<file path="config.mk">
export PLATFORM = sky130hd
export DESIGN_NAME = tl_sram_port
export DESIGN_NICKNAME = d
export VERILOG_FILES = /design/src/rtl/tl_pkg.sv /design/src/rtl/tl_resp_queue.sv /design/src/rtl/tl_sram_port.sv
export SDC_FILE = /design/constraint.sdc
export NUM_CORES = 1
export LEC_CHECK = 0
export CAP_MARGIN = 25
export CORE_MARGIN = 1
export CORE_UTILIZATION = 41
export DETAILED_ROUTE_END_ITERATION = 8
export GPL_ROUTABILITY_DRIVEN = 0
export PLACE_DENSITY = 0.66
export SETUP_SLACK_MARGIN = 0.02
export SLEW_MARGIN = 20
export SYNTH_ARGS = -nofsm -noshare
export SYNTH_HDL_FRONTEND = slang
export SYNTH_HIERARCHICAL = 1
export SYNTH_SLANG_ARGS = --single-unit
</file>
<file path="constraint.sdc">
create_clock -name clock -period 3.7 [get_ports clock]
set_clock_uncertainty 0.05 [all_clocks]
set_input_delay 0.37 -clock clock [delete_from_list [all_inputs] [get_ports clock]]
set_output_delay 0.37 -clock clock [all_outputs]
set_load 0.01 [all_outputs]
</file>
<file path="src/rtl/tl_pkg.sv">
// TileLink-UL opcode constants and the D-channel response record shared by the SRAM port.
// Latency: none (declarations only).
// Backpressure: not applicable.
package tl_pkg;

    localparam logic [2:0] PUT_FULL        = 3'd0;
    localparam logic [2:0] PUT_PARTIAL     = 3'd1;
    localparam logic [2:0] GET             = 3'd4;
    localparam logic [2:0] ACCESS_ACK      = 3'd0;
    localparam logic [2:0] ACCESS_ACK_DATA = 3'd1;

    // Widest source ID the response record can carry; narrower IDs are zero-extended.
    localparam int SRC_MAX_W   = 16;
    localparam int QUEUE_DEPTH = 3;

    typedef struct packed {
        logic [2:0]           opcode;
        logic [1:0]           size;
        logic [SRC_MAX_W-1:0] source;
        logic [31:0]          data;
        logic                 denied;
        logic                 corrupt;
    } resp_t;

    // Circular pointer advance for the 3-entry queue: 0 -> 1 -> 2 -> 0.
    function automatic logic [1:0] qptr_next(input logic [1:0] p);
        return (p == 2'd2) ? 2'd0 : p + 2'd1;
    endfunction

endpackage

</file>
<file path="src/rtl/tl_resp_queue.sv">
// 3-entry FIFO of D-channel response records with occupancy count.
// Latency: an entry written at a clock edge is visible at the head in the next cycle.
// Backpressure: holds the head while out_ready is low; the producer reserves space before enqueueing.
module tl_resp_queue
    import tl_pkg::*;
(
    input  logic       clock,
    input  logic       reset,
    input  logic       enq,
    input  resp_t      enq_rec,
    output logic       out_valid,
    input  logic       out_ready,
    output resp_t      out_rec,
    output logic [1:0] count
);

    resp_t      slots [QUEUE_DEPTH];
    logic [1:0] wr_ptr;
    logic [1:0] rd_ptr;
    logic       deq;

    assign out_valid = (count != 2'd0);
    assign deq       = out_valid & out_ready;
    assign out_rec   = slots[rd_ptr];

    // Record storage: payload needs no reset, validity lives in count.
    always_ff @(posedge clock) begin
        if (enq) begin
            slots[wr_ptr] <= enq_rec;
        end
    end

    // Pointer and occupancy update; simultaneous enq and deq leaves count unchanged.
    always_ff @(posedge clock or posedge reset) begin
        if (reset) begin
            wr_ptr <= 2'd0;
            rd_ptr <= 2'd0;
            count  <= 2'd0;
        end else begin
            if (enq) wr_ptr <= qptr_next(wr_ptr);
            if (deq) rd_ptr <= qptr_next(rd_ptr);
            case ({enq, deq})
                2'b10:   count <= count + 2'd1;
                2'b01:   count <= count - 2'd1;
                default: count <= count;
            endcase
        end
    end

endmodule

</file>
<file path="src/rtl/tl_sram_port.sv">
// Single-beat TileLink-UL slave driving a 1-cycle-latency synchronous SRAM; denies illegal requests.
// Latency: request fire in cycle t gives a response on the D channel in cycle t+2 when the queue is empty.
// Backpressure: a_ready drops when queued plus in-flight responses would exceed the 3-entry queue.
module tl_sram_port
    import tl_pkg::*;
#(
    parameter int ADDR_W      = 26,
    parameter int SOURCE_W    = 7,
    parameter int DEPTH_WORDS = 1024
) (
    input  logic                           clock,
    input  logic                           reset,
    input  logic                           a_valid,
    output logic                           a_ready,
    input  logic [2:0]                     a_opcode,
    input  logic [2:0]                     a_param,
    input  logic [1:0]                     a_size,
    input  logic [SOURCE_W-1:0]            a_source,
    input  logic [ADDR_W-1:0]              a_address,
    input  logic [3:0]                     a_mask,
    input  logic [31:0]                    a_data,
    output logic                           d_valid,
    input  logic                           d_ready,
    output logic [2:0]                     d_opcode,
    output logic [1:0]                     d_param,
    output logic [1:0]                     d_size,
    output logic [SOURCE_W-1:0]            d_source,
    output logic [31:0]                    d_data,
    output logic                           d_denied,
    output logic                           d_corrupt,
    output logic                           mem_en,
    output logic                           mem_we,
    output logic [$clog2(DEPTH_WORDS)-1:0] mem_addr,
    output logic [3:0]                     mem_wmask,
    output logic [31:0]                    mem_wdata,
    input  logic [31:0]                    mem_rdata
);

    localparam int MEM_AW = $clog2(DEPTH_WORDS);
    // One bit wider than the word index so DEPTH_WORDS itself is representable.
    localparam logic [ADDR_W-2:0] DEPTH_LIM = (ADDR_W-1)'(DEPTH_WORDS);

    logic              in_reset;
    logic              fire;
    logic              is_get;
    logic              is_put;
    logic              legal;
    logic [ADDR_W-3:0] word_idx;
    logic [2:0]        occupancy;

    logic                s1_valid;
    logic [SOURCE_W-1:0] s1_source;
    logic [1:0]          s1_size;
    logic                s1_is_get;
    logic                s1_denied;

    resp_t      resp;
    resp_t      q_rec;
    logic [1:0] q_count;
    logic       unused_ok;

    assign word_idx = a_address[ADDR_W-1:2];
    assign is_put   = (a_opcode == PUT_FULL) || (a_opcode == PUT_PARTIAL);
    assign is_get   = (a_opcode == GET);
    assign legal    = (is_put || is_get) && (a_size <= 2'd2) && ({1'b0, word_idx} < DEPTH_LIM);

    // Ready depends only on registered state, never on d_ready or a_valid.
    assign occupancy = {1'b0, q_count} + {2'b00, s1_valid};
    assign a_ready   = !in_reset && (occupancy < 3'd3);
    assign fire      = a_valid & a_ready;

    // SRAM is driven combinationally in the fire cycle; illegal requests never touch it.
    assign mem_en    = fire & legal;
    assign mem_we    = mem_en & is_put;
    assign mem_addr  = word_idx[MEM_AW-1:0];
    assign mem_wmask = mem_we ? a_mask : 4'b0000;
    assign mem_wdata = a_data;

    // Holds a_ready low for the first edge after reset release.
    always_ff @(posedge clock or posedge reset) begin
        if (reset) in_reset <= 1'b1;
        else       in_reset <= 1'b0;
    end

    // Stage 1: remember request attributes while the SRAM read completes.
    always_ff @(posedge clock or posedge reset) begin
        if (reset) begin
            s1_valid  <= 1'b0;
            s1_source <= '0;
            s1_size   <= 2'd0;
            s1_is_get <= 1'b0;
            s1_denied <= 1'b0;
        end else begin
            s1_valid <= fire;
            if (fire) begin
                s1_source <= a_source;
                s1_size   <= a_size;
                s1_is_get <= is_get;
                s1_denied <= !legal;
            end
        end
    end

    // Build the response; denied reads return zero data and are marked corrupt.
    always_comb begin
        resp         = '0;
        resp.opcode  = s1_is_get ? ACCESS_ACK_DATA : ACCESS_ACK;
        resp.size    = s1_size;
        resp.source  = SRC_MAX_W'(s1_source);
        resp.data    = (s1_is_get && !s1_denied) ? mem_rdata : 32'h0;
        resp.denied  = s1_denied;
        resp.corrupt = s1_denied & s1_is_get;
    end

    tl_resp_queue u_queue (
        .clock     (clock),
        .reset     (reset),
        .enq       (s1_valid),
        .enq_rec   (resp),
        .out_valid (d_valid),
        .out_ready (d_ready),
        .out_rec   (q_rec),
        .count     (q_count)
    );

    assign d_opcode  = q_rec.opcode;
    assign d_param   = 2'b00;
    assign d_size    = q_rec.size;
    assign d_source  = q_rec.source[SOURCE_W-1:0];
    assign d_data    = q_rec.data;
    assign d_denied  = q_rec.denied;
    assign d_corrupt = q_rec.corrupt;

    assign unused_ok = ^{a_param, a_address[1:0], q_rec.source};

endmodule

</file>
* Word level (Yosys, flattened, before mapping)
Memory sizes are Yosys's and may differ from the RTL's.
Index checks and enable logic that the tools add are counted.
** Cells by class
- Order comparisons :: 3
- Bitwise gates (word level) :: 5
- Equality and inequality tests :: 6
- Reductions and logical operators :: 12
- Mux-type cells :: 8
- Add/subtract/negate cells :: 5
** Operator list (number)
- 32-bit two-way mux :: 1
- 24-bit by 11-bit < comparator with 1-bit output (second input constant) :: 1
- 2-bit by 1-bit adder with 2-bit output (second input constant) :: 3
- 2-bit == test (second input constant) :: 3
- 1-bit bitwise AND :: 5
- 1-bit logical AND :: 4
- 2-bit two-way mux :: 2
- 4-bit two-way mux :: 1
- 2-bit case mux with 2 select lines :: 1
- 2-bit nonzero test :: 2
- 2-bit by 1-bit adder with 3-bit output :: 1
- 3-bit by 1-bit == test with 1-bit output (second input constant) :: 1
- 3-bit == test (second input constant) :: 1
- 1-bit logical NOT :: 3
- 3-bit logical NOT :: 1
- 3-bit by 2-bit < comparator with 1-bit output (second input constant) :: 1
- 1-bit two-way mux :: 3
- 2-bit by 1-bit == test with 1-bit output (second input constant) :: 1
- 2-bit less-or-equal comparator (second input constant) :: 1
- 1-bit logical OR :: 2
- 2-bit by 1-bit subtractor with 2-bit output (second input constant) :: 1
** Storage, ports and cells
- Bits in writable memories :: 132
- Memories kept :: 1
- Word-level logic and storage cells :: 49
- Output and inout bits :: 98
- Input port bits :: 113
- Register bits :: 19
** Memories
- u_queue.slots :: depth 3, bits a word 44, read ports 1, clocked after Yosys merged registers in 0, write ports 1, RTL line tl_resp_queue.sv:17 : resp_t slots [QUEUE_DEPTH];

* Logic depth before layout (Yosys ltp)
Gate-level depths: netlist of the first run.
- Depth after elaboration :: 8
- Mapped depth :: 6
- Gate-level depth less buffers :: 6

* By module
Netlist of the first run, hierarchy kept.
** By module, submodules not included
- tl_resp_queue :: area an instance 6434.9 um^2, sequential area each 5104.9 um^2, times used 1, cells each 377
- tl_sram_port :: area an instance 1214.9 um^2, sequential area each 326.6 um^2, times used 1, cells each 133

* Least setup slack after synthesis of the first run
Ideal clock, no wire load.
- Kind :: reg-to-reg
- Start point :: reg u_queue.wr_ptr[1]
- End point :: mem u_queue/slots[0][0] in the netlist's numbering (enable)
- Path slack :: 0.326 ns
- Clock period less this slack :: 3.374 ns
- Arrival :: 2.855 ns
- Setup time :: 0.469 ns
- Stages on the path, launching flop included :: 3
- Path buffers :: 0
- Required time :: 3.181 ns
- Cell sequence :: dfrtp_1 > nand2b_1 > nor2_1
** RTL lines
- start, declared :: RTL line tl_resp_queue.sv:18 : logic [1:0] wr_ptr;
- start signal, assigned :: RTL line tl_resp_queue.sv:40 : if (enq) wr_ptr <= qptr_next(wr_ptr);
- end, declared :: RTL line tl_resp_queue.sv:17
Straight into the memory's write port.

* Worst setup path in the final report of the first run
- Start point :: reg u_queue.count[0]
- End point :: out mem_we
** Between the ends
- Cells in the longest elaborated chain, start to end :: 6
** RTL lines
- start, declared :: RTL line tl_resp_queue.sv:14 : output logic [1:0] count
- start signal, assigned :: RTL line tl_resp_queue.sv:43 : 2'b10: count <= count + 2'd1;
- start signal, assigned :: RTL line tl_resp_queue.sv:44 : 2'b01: count <= count - 2'd1;
- start signal, assigned :: RTL line tl_resp_queue.sv:45 : default: count <= count;
- 2-bit by 1-bit adder with 3-bit output :: RTL line tl_sram_port.sv:68 : assign occupancy = {1'b0, q_count} + {2'b00, s1_valid};
- 3-bit by 2-bit < comparator with 1-bit output :: RTL line tl_sram_port.sv:69 : assign a_ready = !in_reset && (occupancy < 3'd3);
- 1-bit logical AND :: RTL line tl_sram_port.sv:69
- 1-bit bitwise AND :: RTL line tl_sram_port.sv:70 : assign fire = a_valid & a_ready;
- 1-bit bitwise AND :: RTL line tl_sram_port.sv:73 : assign mem_en = fire & legal;
- 1-bit bitwise AND :: RTL line tl_sram_port.sv:74 : assign mem_we = mem_en & is_put;
- end, declared :: RTL line tl_sram_port.sv:32 : output logic mem_we,
No other way between the ends.

==> results.txt, run 1 <==
- IR analysis of the VDD net gives a maximum drop of 338 uV.
* Type of the worst setup path: reg -> out
- After layout, the worst path uses 86.7% of the clock period.
- The initial antenna violation count was 0.
- Register-to-Register Setup Slack: 1.58 ns
- Summing all non-filler instances in the final layout gives an area of 8320 um2.
- Cell count after placement: 740
- Area enclosed by the die boundary: 16800 um2
* Number of iterations in the first detailed-routing pass: 5
- Standard-cell row count: 46
- Setup repair after global routing left no endpoint under its margin.
- Signal arrival time at the worst endpoint: 2.79 ns
- The largest individual stage delay along the critical path comes from the cell sky130_fd_sc_hd__clkdlybuf4s50_1.
- The clock passes through at most 2 buffers.
- In this run the critical register-to-register path is captured at s1_source[0]$_DFFE_PP0P_.
* Max Slew Vio Count: 0
* Number of standard cells in the layout, taps in and fillers out: 772
- Worst r2r path cells: 5
- Final hold violation count: 0
- Total clock buffers created by CTS: 17
- Sequential cell area: 4630 um2
- The number of antenna diodes in the final layout is 0.
* Remaining global-route overflow: 0
- Req. time, crit path: 3.28 ns
- The kind of cell with the highest combined delay along the critical path is buffers and inverters.
- Power density cells: 700 nW/um2
- Routed WL per cell: 16.3 um
* Via count of the first global-routing pass: 3734
- The signal on the critical path passes through ha_1 > ha_1 > a211oi_4 > nand4_2 > nor4_1 > clkdlybuf4s50_1.
* Mapped Cells: 456
* Combined area of all synthesized cells: 6670 um2
- Setup violations remaining at the end of the flow were counted as 0.
- Timing would allow up to 0.312 GHz.
* Count of pins on the block boundary: 211
* Buffers plus inverters on the worst setup path: 1
- Final worst path period need: 3.21 ns
* Largest net degree at the start of global routing: 50
- Antenna viol nets, final: 0
- Largest driver fanout on the critical path: 7
- Overall power of the completed layout: 5.82 mW
- Leakage power: 3.02 nW
- Once the clock tree was built, the setup fixing pass inserted 0 buffers.
* YS warnings: 6
- HPWL after DPL: 7820 um
* Wire length reported by the detailed router: 12600 um
* Layout area overhead: 24.8%
- Post-CTS Resized: 0
- Global-route total usage across every layer: 15.8%
* Via density per instance: 4.74
* CP dominant cell by count: sky130_fd_sc_hd__ha_1
* Clock tree from TritonCTS: built
- Startpoint types: flip-flop
- Worst slew margin relative to its limit: 36.8%
- Launching instance or port of the critical path: u_queue/count[0]$_DFFE_PP0P_
* Clock transition time at the flip-flop clock pins of the worst setup and hold paths: 0.06 ns
- The floorplan step set the die height to 130 um.
- Clock latency at the later pin of the worst-skew pair: 0.42 ns
* Max-Cap Viols: 0
* Crit path largest cell delay: 0.58 ns
* Launch instance of the worst register-to-register path: u_queue/count[0]$_DFFE_PP0P_
- Core footprint: 15900 um2
* Buffers added on ports: 119
- In this run the horizontal extent of the chip is 130 um.
- STA classifies the critical path endpoint as an output pin.
- Class of the worst hold path: in -> async
- CTS sink cnt: 157
- The H-tree was split into 4 levels.
* Post-CTS Hold Buffers: 0
- The multi-input combinational cells in the finished layout cover a total of 1560 um2.
- Layout Nets: 659
- Wire length of the first global-routing pass: 19000 um
- The run finished with clean final reports.
- Summing over every cut layer, the via total after detailed routing is 3661.
- For this run, design rule violations remaining after detail routing come to 0.
- The placed instances occupy a cell area of 7730 um2.
- For this block, the initial DRC count from the detailed router was 159.
- The initial utilization of the core area, before any placement, comes to 42.0%.
* Transition at the pin with the smallest max-transition slack: 0.947 ns
- Clk Tree Root Cell: sky130_fd_sc_hd__clkbuf_16
- Fraction of layout instances using a drive strength above 1: 10.6%
- Setup TNS: 0 ns
- Fill cells in the final layout number 1346.
- Synthesized area per cell: 14.6 um2
-- cells in the final DEF (no fill, tap or decap), types with 2 or more instances in the layout --
cell type,instances
sky130_fd_sc_hd__clkinv_4,2
sky130_fd_sc_hd__xnor2_1,2
sky130_fd_sc_hd__nor2_4,2
sky130_fd_sc_hd__o21ai_1,19
sky130_fd_sc_hd__clkdlybuf4s50_1,119
sky130_fd_sc_hd__edfxtp_1,138
sky130_fd_sc_hd__mux2_4,8
sky130_fd_sc_hd__clkinv_1,2
sky130_fd_sc_hd__nand2b_1,2
sky130_fd_sc_hd__a21o_1,3
sky130_fd_sc_hd__dfrtp_1,16
sky130_fd_sc_hd__conb_1,9
sky130_fd_sc_hd__o21ai_0,29
sky130_fd_sc_hd__and2_1,33
sky130_fd_sc_hd__nor2_1,3
sky130_fd_sc_hd__mux2_2,2
sky130_fd_sc_hd__buf_4,8
sky130_fd_sc_hd__nand2_1,51
sky130_fd_sc_hd__inv_1,7
sky130_fd_sc_hd__clkbuf_16,17
sky130_fd_sc_hd__clkinv_2,5
sky130_fd_sc_hd__nor4_1,4
sky130_fd_sc_hd__nor3_1,5
sky130_fd_sc_hd__bufinv_16,3
sky130_fd_sc_hd__mux2i_1,46
sky130_fd_sc_hd__ha_1,3
-- worst max-delay path by stage --
stage	depth (start not counted)	slack [ns]	endpoint
after global placement	6	0.93	mem_we
after floorplan	2	0.72	u_queue/slots[1][0]$_DFFE_PP_
final	6	0.49	mem_we
after detailed placement	6	0.91	mem_we
after CTS	6	0.45	mem_wmask[3]
after global routing	6	0.26	mem_we
-- where the power goes --
part           switching, mW  internal [mW]  leakage (nW)
Combinational          0.664          0.884          1.20
Sequential             0.303           2.25          1.53
Clock                  0.658           1.07         0.291
-- routing by layer --
layer / vias up / global-route usage (%) / wire length, um
met5: - / 0 / 0
met4: 0 / 8.76 / 386
met1: 1736 / 18.3 / 5240
met3: 51 / 5.41 / 855
met2: 122 / 25.9 / 6130
li1: 1752 / - / -
-- sequential cells by signal, summed over array words and instances, names as in the netlist, 2 cells and up --
register,count
u_queue/slots,138
s1_source,7
s1_size,2
u_queue/count,2
u_queue/rd_ptr,2
u_queue/wr_ptr,2
-- area by class of cell --
cell class	count	share of cell area, %
inverter	7	0.316
multi-input combinational	233	18.7
sequential	157	55.6
tap	216	3.25
clock buffer	19	5.32
clock inverter	13	1.77
timing repair buffer	127	15.0
-- worst register-to-register path: stages (launching register included) --
cell	delay, ns
sky130_fd_sc_hd__dfrtp_1	0.43
sky130_fd_sc_hd__ha_1	0.21
sky130_fd_sc_hd__ha_1	0.31
sky130_fd_sc_hd__a211oi_4	0.34
sky130_fd_sc_hd__nand2_2	0.30
sky130_fd_sc_hd__mux2_4	0.38
-- metrics by stage --
stage	hold WS (ns)	util, %	worst slack, ns
2_1_floorplan	0.111	-	0.716
5_1_grt	0.191	52.4	0.258
3_5_place_dp	0.426	48.7	0.914
3_3_place_gp	0.415	48.7	0.935
6_report	0.168	52.4	0.491
4_1_cts	0.159	52.4	0.445
Power figures use the tool's default switching activity.
==> run 2, diff against run 1 <==
--- a/config.mk
+++ b/config.mk
@@ -7,10 +7,11 @@
 export LEC_CHECK = 0
 export CAP_MARGIN = 25
 export CORE_MARGIN = 1
-export CORE_UTILIZATION = 41
+export CORE_UTILIZATION = 40
 export DETAILED_ROUTE_END_ITERATION = 8
 export GPL_ROUTABILITY_DRIVEN = 0
-export PLACE_DENSITY = 0.66
+export HOLD_SLACK_MARGIN = 0.15
+export PLACE_DENSITY = 0.64
 export SETUP_SLACK_MARGIN = 0.02
 export SLEW_MARGIN = 20
 export SYNTH_ARGS = -nofsm -noshare
==> constraint.sdc (replaced) <==
create_clock -name clock -period 4.1 [get_ports clock]
set_clock_uncertainty 0.05 [all_clocks]
set_input_delay 0.41 -clock clock [delete_from_list [all_inputs] [get_ports clock]]
set_output_delay 0.41 -clock clock [all_outputs]
set_load 0.01 [all_outputs]
==> results.txt, run 2 (same netlist as run 1, synthesis figures left out) <==
- The starting DRC count in detailed routing is 139 (-13%).
* Final worst path period need: 3.24 ns
- The peak fanout along the critical path is 7 (unchanged).
- The number of vias per cell after detailed routing was 4.74 (about the same).
- The number of buffers added by the clock tree synthesis step was 17 (unchanged).
- The clock latency reported for the late side of the worst-skew pair came to 0.41 ns (about the same).
* CTS sink cnt: 157 (unchanged)
* Die extent in x: 131 um (+1.2%)
- STA classifies the critical path endpoint as an output pin.
- The internal power consumption is 3.66 mW (-13%).
- The area of the placeable core is 16100 um2 (+1.1%).
- The worst setup path is of the reg -> out kind.
- Vertical die dimension: 131 um (+1.2%)
- Wire length reported by the detailed router: 12500 um (-0.75%)
* Biggest registers after layout: u_queue/slots (138), s1_source (7)
- Period Utilization, post-route: 79.1%
* Routed wl met3: 761 um (-11%)
- Via count of the first global-routing pass: 3754 (+0.54%)
* Setup repair after global routing missed its margin: no
* Peak supply drop: 292 uV (-14%)
- Max-Cap Viols: 0 (unchanged)
- Post-CTS Hold Buffers: 0 (unchanged)
* Buffers added on ports: 119 (unchanged)
- The net switching power came to 1.46 mW (-10%).
* Initial core utilization: 41.5% (-0.45 points)
- The number of cell rows is 46 (unchanged).
- Register-to-Register Setup Slack: 1.94 ns (+0.36 ns)
* Total inserted antenna cells: 0 (unchanged)
* Global-route total usage across every layer: 15.4% (-0.39 points)
* Run status: finished, final reports clean
- Switching Share: 28.5% (+0.60 points)
- Count of pins on the block boundary: 211 (unchanged)
- TritonCTS built the clock tree.
* H-Tree Depth: 4 (unchanged)
- Count of vias placed by the detailed router: 3639 (-0.60%)
* FMAX: 0.308 GHz
- The total routed wire length on the met1 layer came to 5340 um (+1.8%).
- Most common library cell in the layout ignoring fill and taps: sky130_fd_sc_hd__edfxtp_1
- The fraction of layout instances using a drive strength above 1 is 9.78% (-0.83 points).
* Setup slack of the critical path after layout: 0.857 ns (+0.367 ns)
* Area enclosed by the die boundary: 17200 um2 (+2.5%)
* Routed WL per cell: 16.3 um (-0.23%)
* Clock network power share: 28.1% (-1.5 points)
- The power per standard cell area came to 620 nW/um2 (-11%).
* Worst slew margin relative to its limit: 34.5% (-2.3 points)
- Register bank with the most flops: u_queue/slots
- Startpoint types: flip-flop
- The number of hold-slack violations in the final timing report was 0 (unchanged).
* Setup Viol. Count Final: 0 (unchanged)
- The total negative slack for setup checks is 0 ns (unchanged).
- The pre-CTS setup slack came to 1.26 ns (+0.348 ns).
- The number of cells upsized or downsized after cts was 0 (unchanged).
- Req. time, crit path: 3.64 ns (+0.36 ns)
* Leading cell types in the layout, fill and taps excluded: sky130_fd_sc_hd__edfxtp_1 (138), sky130_fd_sc_hd__clkdlybuf4s50_1 (119), sky130_fd_sc_hd__nand2_1 (51)
- Antenna violations before repair: 0 (unchanged)
- HPWL after DPL: 7610 um (-2.7%)
- The final-report max-slew violation count is 0 (unchanged).
* Remaining global-route overflow: 0 (unchanged)
- Max Root-Sink Buffers: 2 (unchanged)
- Max FFs per register: 138 (unchanged)
- Clock transition time at the flip-flop clock pins of the worst setup and hold paths: 0.05 ns (about the same)
- Antenna viol nets, final: 0 (unchanged)
- Routed length on met2: 6110 um (-0.33%)
* Number of iterations in the first detailed-routing pass: 4 (-1)
- Wire length of the first global-routing pass: 19800 um (+4.5%)
- The leakage power came to 2.97 nW (-1.5%).
- The data arrival at the endpoint of the critical path is 2.78 ns (about the same).
- Max Used Layer: met4
* Setup bufs post-CTS: 0 (unchanged)
- Class of the worst hold path: in -> async
* Layout Nets: 655 (-0.61%)
- Transition at the pin with the smallest max-transition slack: 0.982 ns (+0.0346 ns)
- Layout area overhead: 23.8%
- The share of power burned in combinational logic is 25.9% (-0.7 points).
- The pin count of the biggest net entering global routing was 96 (+92%).
- Seq pwr share: 46.0% (+2.2 points)
- The DRC violation count after routing was 0 (unchanged).
- The tree is rooted in a sky130_fd_sc_hd__clkbuf_16.
-- run 2: cell type report --
cell class / instances / area (um2)
Clock buffer: 23 / 490
Clock inverter: 9 / 61.3
Fill cell: 1320 / 7800
Inverter: 7 / 26.3
Multi-Input combinational cell: 233 / 1560
Sequential cell: 157 / 4630
Tap cell: 216 / 270
Timing Repair Buffer: 123 / 1220
-- run 2: stage by stage --
stage / total power [mW] / hold slack [ns] / cell area, um2 / std cells / utilization (%)
after floorplan: 3.15 / 0.151 / 6700 / 464 / -
after global placement: 3.71 / 0.414 / 7700 / 736 / 48.0
after detailed placement: 3.75 / 0.430 / 7700 / 736 / 48.0
after CTS: 5.19 / 0.215 / 8260 / 768 / 51.4
after global routing: 5.37 / 0.265 / 8260 / 768 / 51.4
final: 5.12 / 0.234 / 8260 / 768 / 51.4
-- run 2: power by group through the flow --
stage                     clock [mW]  sequential (mW)  combinational (mW)
after floorplan                    0             2.14                1.00
after global placement             0             2.38                1.33
after detailed placement           0             2.40                1.35
after CTS                       1.47             2.37                1.35
after global routing            1.54             2.41                1.43
final                           1.44             2.36                1.33
-- run 2: critical path, cell delays in order (launching register included) --
cell and delay (ns):
sky130_fd_sc_hd__dfrtp_1 0.43, sky130_fd_sc_hd__ha_1 0.21, sky130_fd_sc_hd__ha_1 0.31, sky130_fd_sc_hd__a211oi_4 0.34, sky130_fd_sc_hd__nand4_2 0.24, sky130_fd_sc_hd__nor4_1 0.26, sky130_fd_sc_hd__clkdlybuf4s50_1 0.58
-- run 2: path summary, 6_finish.rpt --
check,from,endpoint,cells after the start
max in group asynchronous,reset,in_reset$_DFF_PP1_,2
worst min-delay path,reset,u_queue/count[1]$_DFFE_PP0P_,2
worst max-delay path,u_queue/count[0]$_DFFE_PP0P_,mem_we,6
worst max register to register,u_queue/wr_ptr[1]$_DFFE_PP0P_,u_queue/slots[0][1]$_DFFE_PP_,3
worst min register to register,s1_source[6]$_DFFE_PP0P_,u_queue/slots[2][40]$_DFFE_PP_,0
min in group clock,s1_source[6]$_DFFE_PP0P_,u_queue/slots[2][40]$_DFFE_PP_,0
-- run 2: routing by layer --
layer / vias to the layer above / track usage (%)
li1: 1751 / -
met1: 1713 / 17.8
met2: 127 / 25.7
met4: 0 / 7.39
met3: 48 / 5.29
met5: - / 0
